File: src/rtl/cellrv32_cpu_cp_cond_x_if.sv
// Execute-stage co-processor bus for the conditional-operations unit.
// master = CPU issue side, slave = co-processor.
interface cellrv32_cpu_cp_cond_x_if #(
    parameter int unsigned XLEN = 32
);
    logic            start_i;
    logic            kill_i;
    logic [2:0]      op_i;
    logic [XLEN-1:0] rs1_i;
    logic [XLEN-1:0] rs2_i;
    logic [XLEN-1:0] res_o;
    logic            valid_o;
    logic            busy_o;
    logic            err_o;

    modport master (
        output start_i, kill_i, op_i, rs1_i, rs2_i,
        input  res_o, valid_o, busy_o, err_o
    );

    modport slave (
        input  start_i, kill_i, op_i, rs1_i, rs2_i,
        output res_o, valid_o, busy_o, err_o
    );
endinterface

File: src/rtl/cellrv32_cpu_cp_cond_x.sv
// Zicond czero.eqz/nez co-processor with fixed latency; min/max/minu/maxu
// are built only when CELLRV32_CP_COND_MINMAX_EN is defined, else reserved.
module cellrv32_cpu_cp_cond_x #(
    parameter int unsigned XLEN    = 32,
    parameter int unsigned LATENCY = 1
) (
    input  logic                      clk_i,
    input  logic                      rstn_i,
    cellrv32_cpu_cp_cond_x_if.slave   bus
);
    localparam int unsigned CNT_W = 3;

    if (LATENCY < 1 || LATENCY > 8) begin : g_bad_latency
        $error("cellrv32_cpu_cp_cond_x: LATENCY must be within 1..8");
    end

    typedef enum logic [1:0] {
        S_IDLE = 2'd0,
        S_BUSY = 2'd1,
        S_DONE = 2'd2
    } state_t;

    state_t          r_state;
    state_t          w_state_nxt;
    logic [CNT_W-1:0] r_cnt;
    logic [CNT_W-1:0] w_cnt_nxt;

    logic [2:0]      r_op;
    logic [XLEN-1:0] r_rs1;
    logic [XLEN-1:0] r_rs2;

    logic            w_capture;
    logic [2:0]      w_op;
    logic [XLEN-1:0] w_a;
    logic [XLEN-1:0] w_b;
    logic [XLEN-1:0] w_res_calc;
    logic            w_err_calc;

    logic [XLEN-1:0] r_res;
    logic            r_valid;
    logic            r_busy;
    logic            r_err;
    logic [XLEN-1:0] w_res_nxt;
    logic            w_valid_nxt;
    logic            w_busy_nxt;
    logic            w_err_nxt;

    assign w_capture = (r_state == S_IDLE) && bus.start_i && !bus.kill_i;

    always_ff @(posedge clk_i) begin
        if (!rstn_i) begin
            r_state <= S_IDLE;
            r_cnt   <= '0;
        end else begin
            r_state <= w_state_nxt;
            r_cnt   <= w_cnt_nxt;
        end
    end

    always_ff @(posedge clk_i) begin
        if (!rstn_i) begin
            r_op  <= '0;
            r_rs1 <= '0;
            r_rs2 <= '0;
        end else if (w_capture) begin
            r_op  <= bus.op_i;
            r_rs1 <= bus.rs1_i;
            r_rs2 <= bus.rs2_i;
        end
    end

    // Counter reaches zero on entry to DONE, so DONE lands LATENCY cycles after start.
    always_comb begin
        w_state_nxt = r_state;
        w_cnt_nxt   = r_cnt;
        case (r_state)
            S_IDLE: begin
                if (w_capture) begin
                    w_cnt_nxt   = CNT_W'(LATENCY - 1);
                    w_state_nxt = (LATENCY == 1) ? S_DONE : S_BUSY;
                end
            end
            S_BUSY: begin
                if (bus.kill_i) begin
                    w_state_nxt = S_IDLE;
                    w_cnt_nxt   = '0;
                end else begin
                    w_cnt_nxt = r_cnt - CNT_W'(1);
                    if (r_cnt == CNT_W'(1)) begin
                        w_state_nxt = S_DONE;
                    end
                end
            end
            S_DONE: begin
                w_state_nxt = S_IDLE;
                w_cnt_nxt   = '0;
            end
            default: begin
                w_state_nxt = S_IDLE;
                w_cnt_nxt   = '0;
            end
        endcase
    end

    // Single-cycle ops reach DONE at the capture edge, so compute from the live inputs then.
    assign w_op = (r_state == S_IDLE) ? bus.op_i  : r_op;
    assign w_a  = (r_state == S_IDLE) ? bus.rs1_i : r_rs1;
    assign w_b  = (r_state == S_IDLE) ? bus.rs2_i : r_rs2;

`ifdef CELLRV32_CP_COND_MINMAX_EN
    logic w_lt;
    assign w_lt = w_op[0] ? (w_a < w_b) : ($signed(w_a) < $signed(w_b));
`endif

    always_comb begin
        w_res_calc = '0;
        w_err_calc = 1'b0;
        case (w_op)
            3'b000: w_res_calc = (w_b == '0) ? '0 : w_a;
            3'b001: w_res_calc = (w_b != '0) ? '0 : w_a;
`ifdef CELLRV32_CP_COND_MINMAX_EN
            3'b100, 3'b101: w_res_calc = w_lt ? w_a : w_b;
            3'b110, 3'b111: w_res_calc = w_lt ? w_b : w_a;
`endif
            default: w_err_calc = 1'b1;
        endcase
    end

    // Result bus is OR-merged, so everything but busy is zero outside DONE.
    always_comb begin
        w_valid_nxt = (w_state_nxt == S_DONE);
        w_busy_nxt  = (w_state_nxt != S_IDLE);
        w_res_nxt   = w_valid_nxt ? w_res_calc : '0;
        w_err_nxt   = w_valid_nxt && w_err_calc;
    end

    always_ff @(posedge clk_i) begin
        if (!rstn_i) begin
            r_res   <= '0;
            r_valid <= 1'b0;
            r_busy  <= 1'b0;
            r_err   <= 1'b0;
        end else begin
            r_res   <= w_res_nxt;
            r_valid <= w_valid_nxt;
            r_busy  <= w_busy_nxt;
            r_err   <= w_err_nxt;
        end
    end

    assign bus.res_o   = r_res;
    assign bus.valid_o = r_valid;
    assign bus.busy_o  = r_busy;
    assign bus.err_o   = r_err;
endmodule

File: src/flat_wrapper.sv
// flat-port wrapper written by rule: the top's interface ports become plain ports
module cellrv32_cpu_cp_cond_x_flat 
#(
    parameter int unsigned XLEN    = 32,
    parameter int unsigned LATENCY = 1
)
  (clk_i, rstn_i, bus_start_i, bus_kill_i, bus_op_i, bus_rs1_i, bus_rs2_i, bus_res_o, bus_valid_o, bus_busy_o, bus_err_o);
  cellrv32_cpu_cp_cond_x_if #(.XLEN(XLEN)) bus_i ();
  input  logic clk_i;
  input  logic rstn_i;
  input wire logic [$bits(bus_i.start_i)-1:0] bus_start_i;
  input wire logic [$bits(bus_i.kill_i)-1:0] bus_kill_i;
  input wire logic [$bits(bus_i.op_i)-1:0] bus_op_i;
  input wire logic [$bits(bus_i.rs1_i)-1:0] bus_rs1_i;
  input wire logic [$bits(bus_i.rs2_i)-1:0] bus_rs2_i;
  output wire logic [$bits(bus_i.res_o)-1:0] bus_res_o;
  output wire logic [$bits(bus_i.valid_o)-1:0] bus_valid_o;
  output wire logic [$bits(bus_i.busy_o)-1:0] bus_busy_o;
  output wire logic [$bits(bus_i.err_o)-1:0] bus_err_o;
  assign bus_i.start_i = bus_start_i;
  assign bus_i.kill_i = bus_kill_i;
  assign bus_i.op_i = bus_op_i;
  assign bus_i.rs1_i = bus_rs1_i;
  assign bus_i.rs2_i = bus_rs2_i;
  assign bus_res_o = bus_i.res_o;
  assign bus_valid_o = bus_i.valid_o;
  assign bus_busy_o = bus_i.busy_o;
  assign bus_err_o = bus_i.err_o;
  cellrv32_cpu_cp_cond_x #(.XLEN(XLEN), .LATENCY(LATENCY)) u_core (.clk_i(clk_i), .rstn_i(rstn_i), .bus(bus_i));
endmodule
File: config.mk
export PLATFORM = sky130hd
export DESIGN_NAME = cellrv32_cpu_cp_cond_x_flat
export DESIGN_NICKNAME = d
export VERILOG_FILES = /design/src/rtl/cellrv32_cpu_cp_cond_x_if.sv /design/src/rtl/cellrv32_cpu_cp_cond_x.sv /design/src/flat_wrapper.sv
export SDC_FILE = /design/constraint.sdc
export NUM_CORES = 1
export LEC_CHECK = 0
export ABC_AREA = 1
export CORE_MARGIN = 4
export CORE_UTILIZATION = 55
export CTS_BUF_LIST = sky130_fd_sc_hd__clkbuf_16
export CTS_CLUSTER_DIAMETER = 50
export DETAILED_ROUTE_END_ITERATION = 7
export DONT_BUFFER_PORTS = 1
export PLACE_DENSITY = 0.7
export RECOVER_POWER = 100
export SKIP_CTS_REPAIR_TIMING = 1
export SLEW_MARGIN = 20
export SYNTH_ARGS = -nofsm -noshare
export SYNTH_HDL_FRONTEND = slang
export SYNTH_SLANG_ARGS = --single-unit
export TNS_END_PERCENT = 1
File: constraint.sdc
create_clock -name clk_i -period 1.7 [get_ports clk_i]
set_input_delay 0.34 -clock clk_i [delete_from_list [all_inputs] [get_ports clk_i]]
set_output_delay 0.34 -clock clk_i [all_outputs]
set_load 0.02 [all_outputs]
## Word-level counts from Yosys, hierarchy flattened

Cells that the tools add are included.

| storage, ports and cells | value |
|---|---|
| register bits after elaboration | 107 |
| input bits | 71 |
| output and inout port bits | 35 |
| word-level logic and storage cells | 40 |

| operators by class | value |
|---|---|
| $add $sub $neg | 1 |
| equality and inequality tests | 5 |
| mux-type cells | 14 |
| reductions and logical operators | 11 |

Operators with widths:

| operator | count |
|---|---|
| 32-bit 2-to-1 mux | 4 |
| 32-bit case mux with 2 select lines | 1 |
| 32-bit logical NOT | 1 |
| 32-bit nonzero test | 1 |
| 3-bit 2-to-1 mux | 3 |
| 3-bit by 1-bit equality test with 1-bit output (second input constant) | 2 |
| 2-bit 2-to-1 mux | 3 |
| 3-bit case mux with 2 select lines | 1 |
| 2-bit case mux with 2 select lines | 1 |
| 1-bit logical AND | 3 |
| 3-bit logical NOT | 1 |
| 3-bit by 1-bit subtractor with 3-bit output (second input constant) | 1 |
| 2-bit by 1-bit equality test with 1-bit output (second input constant) | 1 |
| 2-bit equality test (second input constant) | 1 |
| 2-bit logical NOT | 1 |
| 2-bit by 1-bit != test with 1-bit output (second input constant) | 1 |
| 2-bit AND reduction | 1 |
| 2-bit nonzero test | 1 |
| 2-bit OR reduction | 1 |
| 1-bit logical NOT | 1 |
| 1-bit 2-to-1 mux | 1 |

## Longest topological paths before layout

Gate-level depths: netlist of the first run.

| logic depth | value |
|---|---|
| word-level depth | 7 |
| depth in mapped cells | 10 |
| depth with buffers taken out | 9 |

## Worst setup path before layout of the first run

No wires, ideal clock.

| timing path | value |
|---|---|
| path kind | in2reg |
| start | input port bus_rs2_i[27] |
| end | register u_core.r_res[10] (netlist: u_core.bus.res_o[10]) |
| setup time | 0.118 ns |
| data arrival time | 1.244 ns |
| data required time | 1.582 ns |
| path slack | 0.338 ns |
| stages on the path | 8 |
| buffers on the path | 1 |
| cells stage by stage | or2_2 > nor2_1 > nand2_1 > nand2_1 > nand4_1 > nand2_1 > buf_2 > nor2_1 |

| between the ends | value |
|---|---|
| cells in the longest elaborated chain, start to end | 4 |
| elaborated cells on any way between the ends | 6 |
| classes of those cells | mux (4); reduce/logical (2) |

RTL lines:

| element | RTL line | text |
|---|---|---|
| start: declaration | flat_wrapper.sv:15 | `input wire logic [$bits(bus_i.rs2_i)-1:0] bus_rs2_i;` |
| 32-bit 2-to-1 mux * | cellrv32_cpu_cp_cond_x.sv:108 | `assign w_b = (r_state == S_IDLE) ? bus.rs2_i : r_rs2;` |
| 32-bit nonzero test or 32-bit logical NOT (tied branches) | cellrv32_cpu_cp_cond_x.sv:120, cellrv32_cpu_cp_cond_x.sv:119 |  |
| 32-bit 2-to-1 mux (on tied branches) | cellrv32_cpu_cp_cond_x.sv:120, cellrv32_cpu_cp_cond_x.sv:119 |  |
| 32-bit case mux with 2 select lines * | cellrv32_cpu_cp_cond_x.sv:118 | `case (w_op)` |
| end signal: assignment | cellrv32_cpu_cp_cond_x.sv:144 | `r_res <= w_res_nxt;` |
| end: declaration | cellrv32_cpu_cp_cond_x.sv:39 | `logic [XLEN-1:0] r_res;` |

Mark *: on every way between the ends. The rest lies on a longest branch, timed or not.
A chain may end at the register's enable or synchronous reset.

## Final worst setup path of the first run

| timing path | value |
|---|---|
| start | register u_core.r_state[1] |
| end | register u_core.r_res[29] (netlist: u_core.bus.res_o[29]) |

| between the ends | value |
|---|---|
| cells in the longest elaborated chain, start to end | 7 |
| elaborated cells on any way between the ends | 20 |
| classes of those cells | eq/ne (3); mux (10); reduce/logical (7) |

RTL lines:

| element | RTL line | text |
|---|---|---|
| start: declaration | cellrv32_cpu_cp_cond_x.sv:23 | `state_t r_state;` |
| start signal: assignment | cellrv32_cpu_cp_cond_x.sv:55 | `r_state <= w_state_nxt;` |
| 2-bit logical NOT | n/a |  |
| 1-bit logical AND (2 in a row) | cellrv32_cpu_cp_cond_x.sv:48 | `assign w_capture = (r_state == S_IDLE) && bus.start_i && !bus.kill_i;` |
| 2-bit 2-to-1 mux | cellrv32_cpu_cp_cond_x.sv:78 | `if (w_capture) begin` |
| 2-bit case mux with 2 select lines | cellrv32_cpu_cp_cond_x.sv:76 | `case (r_state)` |
| 2-bit equality test | cellrv32_cpu_cp_cond_x.sv:131 | `w_valid_nxt = (w_state_nxt == S_DONE);` |
| 2-bit AND reduction (no line) | n/a |  |

Several ways; a longest one is shown, not always the timed one.

==> impl_results.md, run 1 <==
- Status: completed
- Internal power: 0.00376 W
- Setup_tns: 0 ns
- CP Launch Point: u_core.r_state[1]$_SDFF_PN0_
- DR WL met2: 4180 um
- Final setup fails: 0
- Detailed placement HPWL: 5880 um
- Worst Path Arrival: 1.77 ns
- CTS sink count: 107
- N_diodes: 0
- Pin count of the biggest net entering global routing: 75
- Area contributors post-synth: dfxtp_1, nor2_1, o21ai_0
- WHS Path Cells: 2
- Power per cell area: 1110 mW/mm^2
- GP Congestion: 0.778
- Yosys reg bits: 107
- Metal1 wirelength: 3900 um
- Comb pwr share: 0.081
- Share of the synthesized area in the top cell type: 0.508
- Hold Fails Final Rpt: 0
- Final #Nets: 613
- DR vias: 3349
- Reg-to-Reg End: u_core.bus.res_o[29]$_SDFF_PN0_
- Max Cap Viol: 0
- RSZ-0062 raised after global routing: false
- Critical Path Start Type: flop
- Die Width: 95.5 um
- Max Clk Rate: 651 MHz
- Clk root buf: clkbuf_16
- Cell count after synthesis: 553
- Syn_area_per_cell: 7.62 sq um
- Yosys warnings: 0
- Dpl ws: 0.157 ns
- Detailed Route WL: 8850 um
- 1st-pass router iterations: 5
- Worst setup path category: reg -> reg
- Starting Density: 0.572
- Global-route wire length before repair: 14400 um
- Drt wl/cell: 13.7 um
- Clock share of power: 0.382
- Ratio of cells with drive above 1 in the final layout: 0.0697
- Seq/Total Area, Yosys: 0.508
- Antenna violations before repair: 0
- Relative max-transition margin: 0.682
- Antenna Nets Post-Route: 0
- Final WS setup: 0.165 ns
- Worst reg2reg path depth: 9
- Crit. End Element: flop
- I/O Pins: 106
- Tmin final: 1.54 ns
- Die area: 0.00913 sq mm
- Layout area overhead: 7.27%
- Min-Delay Path Class: in -> reg
- Fill cell count: 690
- Cell variety after synth: 27
- Cts bufs inserted: 9
- HP Start: bus_rs2_i[15]
- Top layer in use: met4
- Mapped Area: 0.00422 sq mm
- Crit path max fanout: 16
- Worst reg-to-reg setup slack: 0.16 ns
- CORE AREA: 0.00737 sq mm
- Initial drt markers: 119
- Worst-case clock skew: 0.00743 ns
- Worst-Skew Late Latency: 0.34 ns
- Reg clk slew, reported paths: 0.07 ns
- Total Routing Usage GR: 0.202
- VDD IR-drop max: 0.000625 V
- Met3 routed wirelength: 664 um
- Worst Tran Pin Value: 0.477 ns
- Longest Clk Path Bufs: 2
- Lkg Pwr: 1.90 nW
- Die height: 95.5 um
- # H-tree levels: 3
- Row count: 31
- Seq pwr share: 0.537
- NetSw: 0.00124 W
- Post-synth top area cell: dfxtp_1
- Switching portion of total power: 0.249
- Slew Limit Fails: 0
- Hold-critical path endpoint: u_core.r_rs2[15]$_SDFFE_PN0P_
- Port bufs: 0
- Syn_nets: 626
- Post-route clock period utilization: 0.903
- CTS tree: yes
- DR DRC count: 0
- Grt ovf: 0
- DR vias/cell: 5.20
- CP required: 1.93 ns
- R2r startpoint: u_core.r_state[1]$_SDFF_PN0_
- Vias in the first global route: 3125
## sequential cells by signal, summed over array words and instances (netlist names)
signal,cells
u_core.bus.res_o,32
u_core.r_rs1,32
u_core.r_op,3
u_core.r_cnt,3
u_core.bus.valid_o,1
u_core.bus.err_o,1
u_core.bus.busy_o,1
u_core.r_rs2,32
u_core.r_state,2
## cells in the mapped netlist
library cell / instances
nor2_1: 151
o22ai_1: 1
dfxtp_1: 107
nor3_1: 3
clkbuf_1: 19
nor2_4: 2
and2_1: 1
o211ai_1: 20
or2_2: 1
buf_6: 3
nand4_1: 1
nand2_1: 58
a21oi_1: 25
buf_4: 1
buf_2: 11
inv_1: 48
and2_0: 2
nand2_2: 1
ha_1: 2
o21ai_0: 53
o21ai_2: 1
nand3_1: 3
a21oi_2: 7
a211oi_1: 20
inv_2: 3
o21ai_1: 8
o21a_1: 1
## worst max path at each step
| stage | to | slack, ns | cells past startpoint |
|---|---|---|---|
| 2_1_floorplan | u_core.bus.res_o[10]$_SDFF_PN0_ | 0.34 | 8 |
| 3_3_place_gp | u_core.bus.res_o[24]$_SDFF_PN0_ | 0.19 | 9 |
| 4_1_cts | u_core.r_rs1[26]$_SDFFE_PN0P_ | 0.12 | 7 |
| 5_1_grt | u_core.bus.res_o[29]$_SDFF_PN0_ | 0.01 | 9 |
| 3_5_place_dp | u_core.r_rs1[26]$_SDFFE_PN0P_ | 0.16 | 7 |
| 6_report | u_core.bus.res_o[29]$_SDFF_PN0_ | 0.16 | 9 |
## power groups by stage
stage / clock network [W] / registers, W / logic [W]
floorplan: 0 / 0.00273 / 0.000345
global placement: 0 / 0.00274 / 0.000396
detailed placement: 0 / 0.00274 / 0.000408
CTS: 0.00195 / 0.00269 / 0.000411
global route: 0.00206 / 0.00270 / 0.000473
finish: 0.00191 / 0.00269 / 0.000405
## final cells by class
type | count | area, sq um | area share
tap | 99 | 124 | 0.0274
inverter | 51 | 191 | 0.0423
sequential | 107 | 2140 | 0.474
clock inverter | 7 | 45.0 | 0.00996
multi-input combinational | 361 | 1710 | 0.379
timing repair buffer | 10 | 82.6 | 0.0183
clock buffer | 9 | 225 | 0.0498
## worst max-delay path, stage by stage, from the launching register on
cell and delay (ns):
dfxtp_1 0.40, nor2_4 0.05, buf_4 0.17, nor2_1 0.13, nand3_1 0.08, nand2_1 0.08, nand4_1 0.07, nand2_1 0.12
buf_4 0.24, nor2_1 0.07
## kinds of logic after synthesis
| group | Yosys count | synth area share |
|---|---|---|
| buffers and inverters | 85 | 0.0852 |
| AOI/OAI and AO/OA | 136 | 0.193 |
| adders and majority gates | 2 | 0.00594 |
| and+or+nand+nor | 223 | 0.207 |
| DFF | 107 | 0.508 |
## stage by stage
step | cells | area, sq um | util | hold WS (ns) | power [W]
after floorplan | 553 | 4220 | - | 0.425 | 0.00308
after global placement | 628 | 4260 | 0.578 | 0.436 | 0.00314
after CTS | 644 | 4530 | 0.615 | 0.123 | 0.00504
after detailed placement | 628 | 4260 | 0.578 | 0.436 | 0.00315
after global routing | 644 | 4520 | 0.614 | 0.126 | 0.00523
final | 644 | 4520 | 0.614 | 0.135 | 0.00500
## layer usage
layer	vias up	GRT usage
li1	1755	-
met1	1512	0.254
met2	73	0.321
met3	9	0.0726
met4	0	0.0699
met5	-	0
## layout by cell type, fill, tap and decap left out, types with 8 or more instances in the layout
master	n
nor2_1	151
dfxtp_1	107
nand2_1	59
o21ai_0	54
inv_1	49
a21oi_1	25
a211oi_1	20
o211ai_1	20
clkbuf_16	9
buf_4	8
Note: power is estimated with default switching activity, not from simulation.
==> run 2, diff against run 1 <==
CELL_PAD_IN_SITES_DETAIL_PLACEMENT = 1   (was unset)
CELL_PAD_IN_SITES_GLOBAL_PLACEMENT = 1   (was unset)
CORE_UTILIZATION = 45   (was 55)
PLACE_DENSITY = unset   (was 0.7)
PLACE_DENSITY_LB_ADDON = 0.1   (was unset)
==> run 2 against run 1 <==
  * Combinational power up 8.1%
  * Fmax down 1.8%
  * Non-clock buffer count up 4
  * Power up 5.7%
  * Global-route usage down 0.97 points
  * Worst setup slack worse by 0.028 ns
  * Critical path type unchanged
==> impl_results.md, run 2 (synthesized netlist as in run 1, its figures left out) <==
- Status: completed
- Pin count of the biggest net entering global routing: 75
- Buf/Inv on CP: 2
- Clk root buf: clkbuf_16
- Starting Density: 0.458
- Switching portion of total power: 0.232
- Worst reg2reg path depth: 9
- Hold WS: 0.136 ns
- Antenna Nets Post-Route: 0
- Ratio of cells with drive above 1 in the final layout: 0.0730
- Internal power: 0.00406 W
- HP Start: bus_rs2_i[9]
- Worst Path Arrival: 1.79 ns
- Gr busiest metal: met2
- Worst reg-to-reg setup slack: 0.14 ns
- Final core utilization: 0.505
- CP max stage delay: 0.35 ns
- Port bufs: 0
- DR DRC count: 0
- Hold Fails Final Rpt: 0
- Fill cell count: 1153
- VDD IR-drop max: 0.000485 V
- Longest Clk Path Bufs: 2
- # H-tree levels: 3
- CTS sink count: 107
- Layout Cells excl Fill: 659
- I/O Pins: 106
- Final setup fails: 0
- Relative max-transition margin: 0.720
- N_diodes: 0
- RSZ-0062 raised after global routing: false
- Grt met2 use: 0.321
- Slew Limit Fails: 0
- CP most frequent cell: nand2_1
- Grt ovf: 0
- Detailed Route WL: 10200 um
- Initial drt markers: 91
- Critical Path Start Type: flop
- Total Routing Usage GR: 0.193
- M1 GR Usage: 0.243
- DR vias/cell: 5.25
- Crit. End Element: flop
- Layout area overhead: 10.2%
- Drt wl/cell: 15.5 um
- Row count: 35
- Vias in the first global route: 3485
- Hold-critical path endpoint: u_core.r_rs2[9]$_SDFFE_PN0P_
- Reg clk slew, reported paths: 0.07 ns
- Commonest non-fill, non-tap cell in the layout: nor2_1
- Worst-Skew Late Latency: 0.34 ns
- WHS Path Cells: 2
- Antenna violations before repair: 0
- Max Cap Viol: 0
- NetSw: 0.00122 W
- Final WS setup: 0.137 ns
- R2r startpoint: u_core.r_state[1]$_SDFF_PN0_
- Worst setup path category: reg -> reg
- Crit-path leading delay family: simple AND/OR/NAND/NOR gates
- Die area: 0.0110 sq mm
- Dpl ws: -0.0695 ns
- Most frequent cells in the layout: nor2_1, dfxtp_1, nand2_1, o21ai_0, inv_1
- CTS tree: yes
- 1st-pass router iterations: 6
- Worst-case clock skew: 0.00849 ns
- Power per cell area: 1140 mW/mm^2
- Worst Tran Pin Value: 0.421 ns
- Met3 Use GR: 0.0494
- CORE AREA: 0.00920 sq mm
- Crit path depth: 9
- Global-route wire length before repair: 17300 um
- Min-Delay Path Class: in -> reg
- Post-route clock period utilization: 0.919
- Reg-to-Reg End: u_core.bus.res_o[19]$_SDFF_PN0_
- CP required: 1.93 ns
- CP Launch Point: u_core.r_state[1]$_SDFF_PN0_
- Tmin final: 1.56 ns
- CP max-delay cell: dfxtp_1
- Seq pwr share: 0.509
- Placed cells: 640
- Crit path max fanout: 21
- Detailed placement HPWL: 6780 um
- Die height: 105 um
- Clock share of power: 0.408
- GP Congestion: 0.799
- DR vias: 3460
- Cts bufs inserted: 9
- Critical-path cell list: nor2_4 > inv_2 > nor2_1 > nand2_1 > nand2_1 > nand4_1 > nand2_1 > buf_12 > nor2_1
- Max Clk Rate: 640 MHz
- Lkg Pwr: 1.95 nW
- Comb pwr share: 0.083
- Final #Nets: 617
- Die Width: 105 um
==> run 2: layout make-up <==
class / instances / area (sq um) / share of cell area
Sequential cell: 107 / 2140 / 0.461
Multi-Input combinational cell: 361 / 1710 / 0.369
Clock buffer: 9 / 225 / 0.0485
Inverter: 51 / 194 / 0.0418
Timing Repair Buffer: 14 / 146 / 0.0315
Tap cell: 111 / 139 / 0.0299
Clock inverter: 6 / 83.8 / 0.0180
==> run 2: per-stage QoR <==
stage	power, W	TNS, ns	instance area, sq um
floorplan	0.00308	0	4220
global placement	0.00316	0	4310
detailed placement	0.00319	-0.795	4310
CTS	0.00535	-1.23	4620
global route	0.00555	0	4640
finish	0.00528	0	4640
==> run 2: worst max-delay path by stage <==
| stage | endpoint | slack (ns) |
|---|---|---|
| after detailed placement | u_core.bus.res_o[19]$_SDFF_PN0_ | -0.07 |
| after global placement | u_core.bus.res_o[8]$_SDFF_PN0_ | 0.04 |
| final | u_core.bus.res_o[19]$_SDFF_PN0_ | 0.14 |
| after global routing | u_core.bus.res_o[17]$_SDFF_PN0_ | 0.02 |
| after floorplan | u_core.bus.res_o[10]$_SDFF_PN0_ | 0.34 |
| after CTS | u_core.bus.res_o[19]$_SDFF_PN0_ | -0.09 |
==> run 2: metal layers <==
metal / up-vias / part of all wire
li1: 1759 / -
met1: 1617 / 0.45
met2: 72 / 0.49
met3: 12 / 0.051
met4: 0 / 0.011
met5: - / 0
==> run 2: power by group through the flow <==
stage | clock (W) | sequential [W] | combinational [W]
detailed placement | 0 | 0.00275 | 0.000439
finish | 0.00216 | 0.00269 | 0.000438
global placement | 0 | 0.00274 | 0.000422
CTS | 0.00221 | 0.00269 | 0.000443
global route | 0.00234 | 0.00270 | 0.000510
floorplan | 0 | 0.00273 | 0.000345
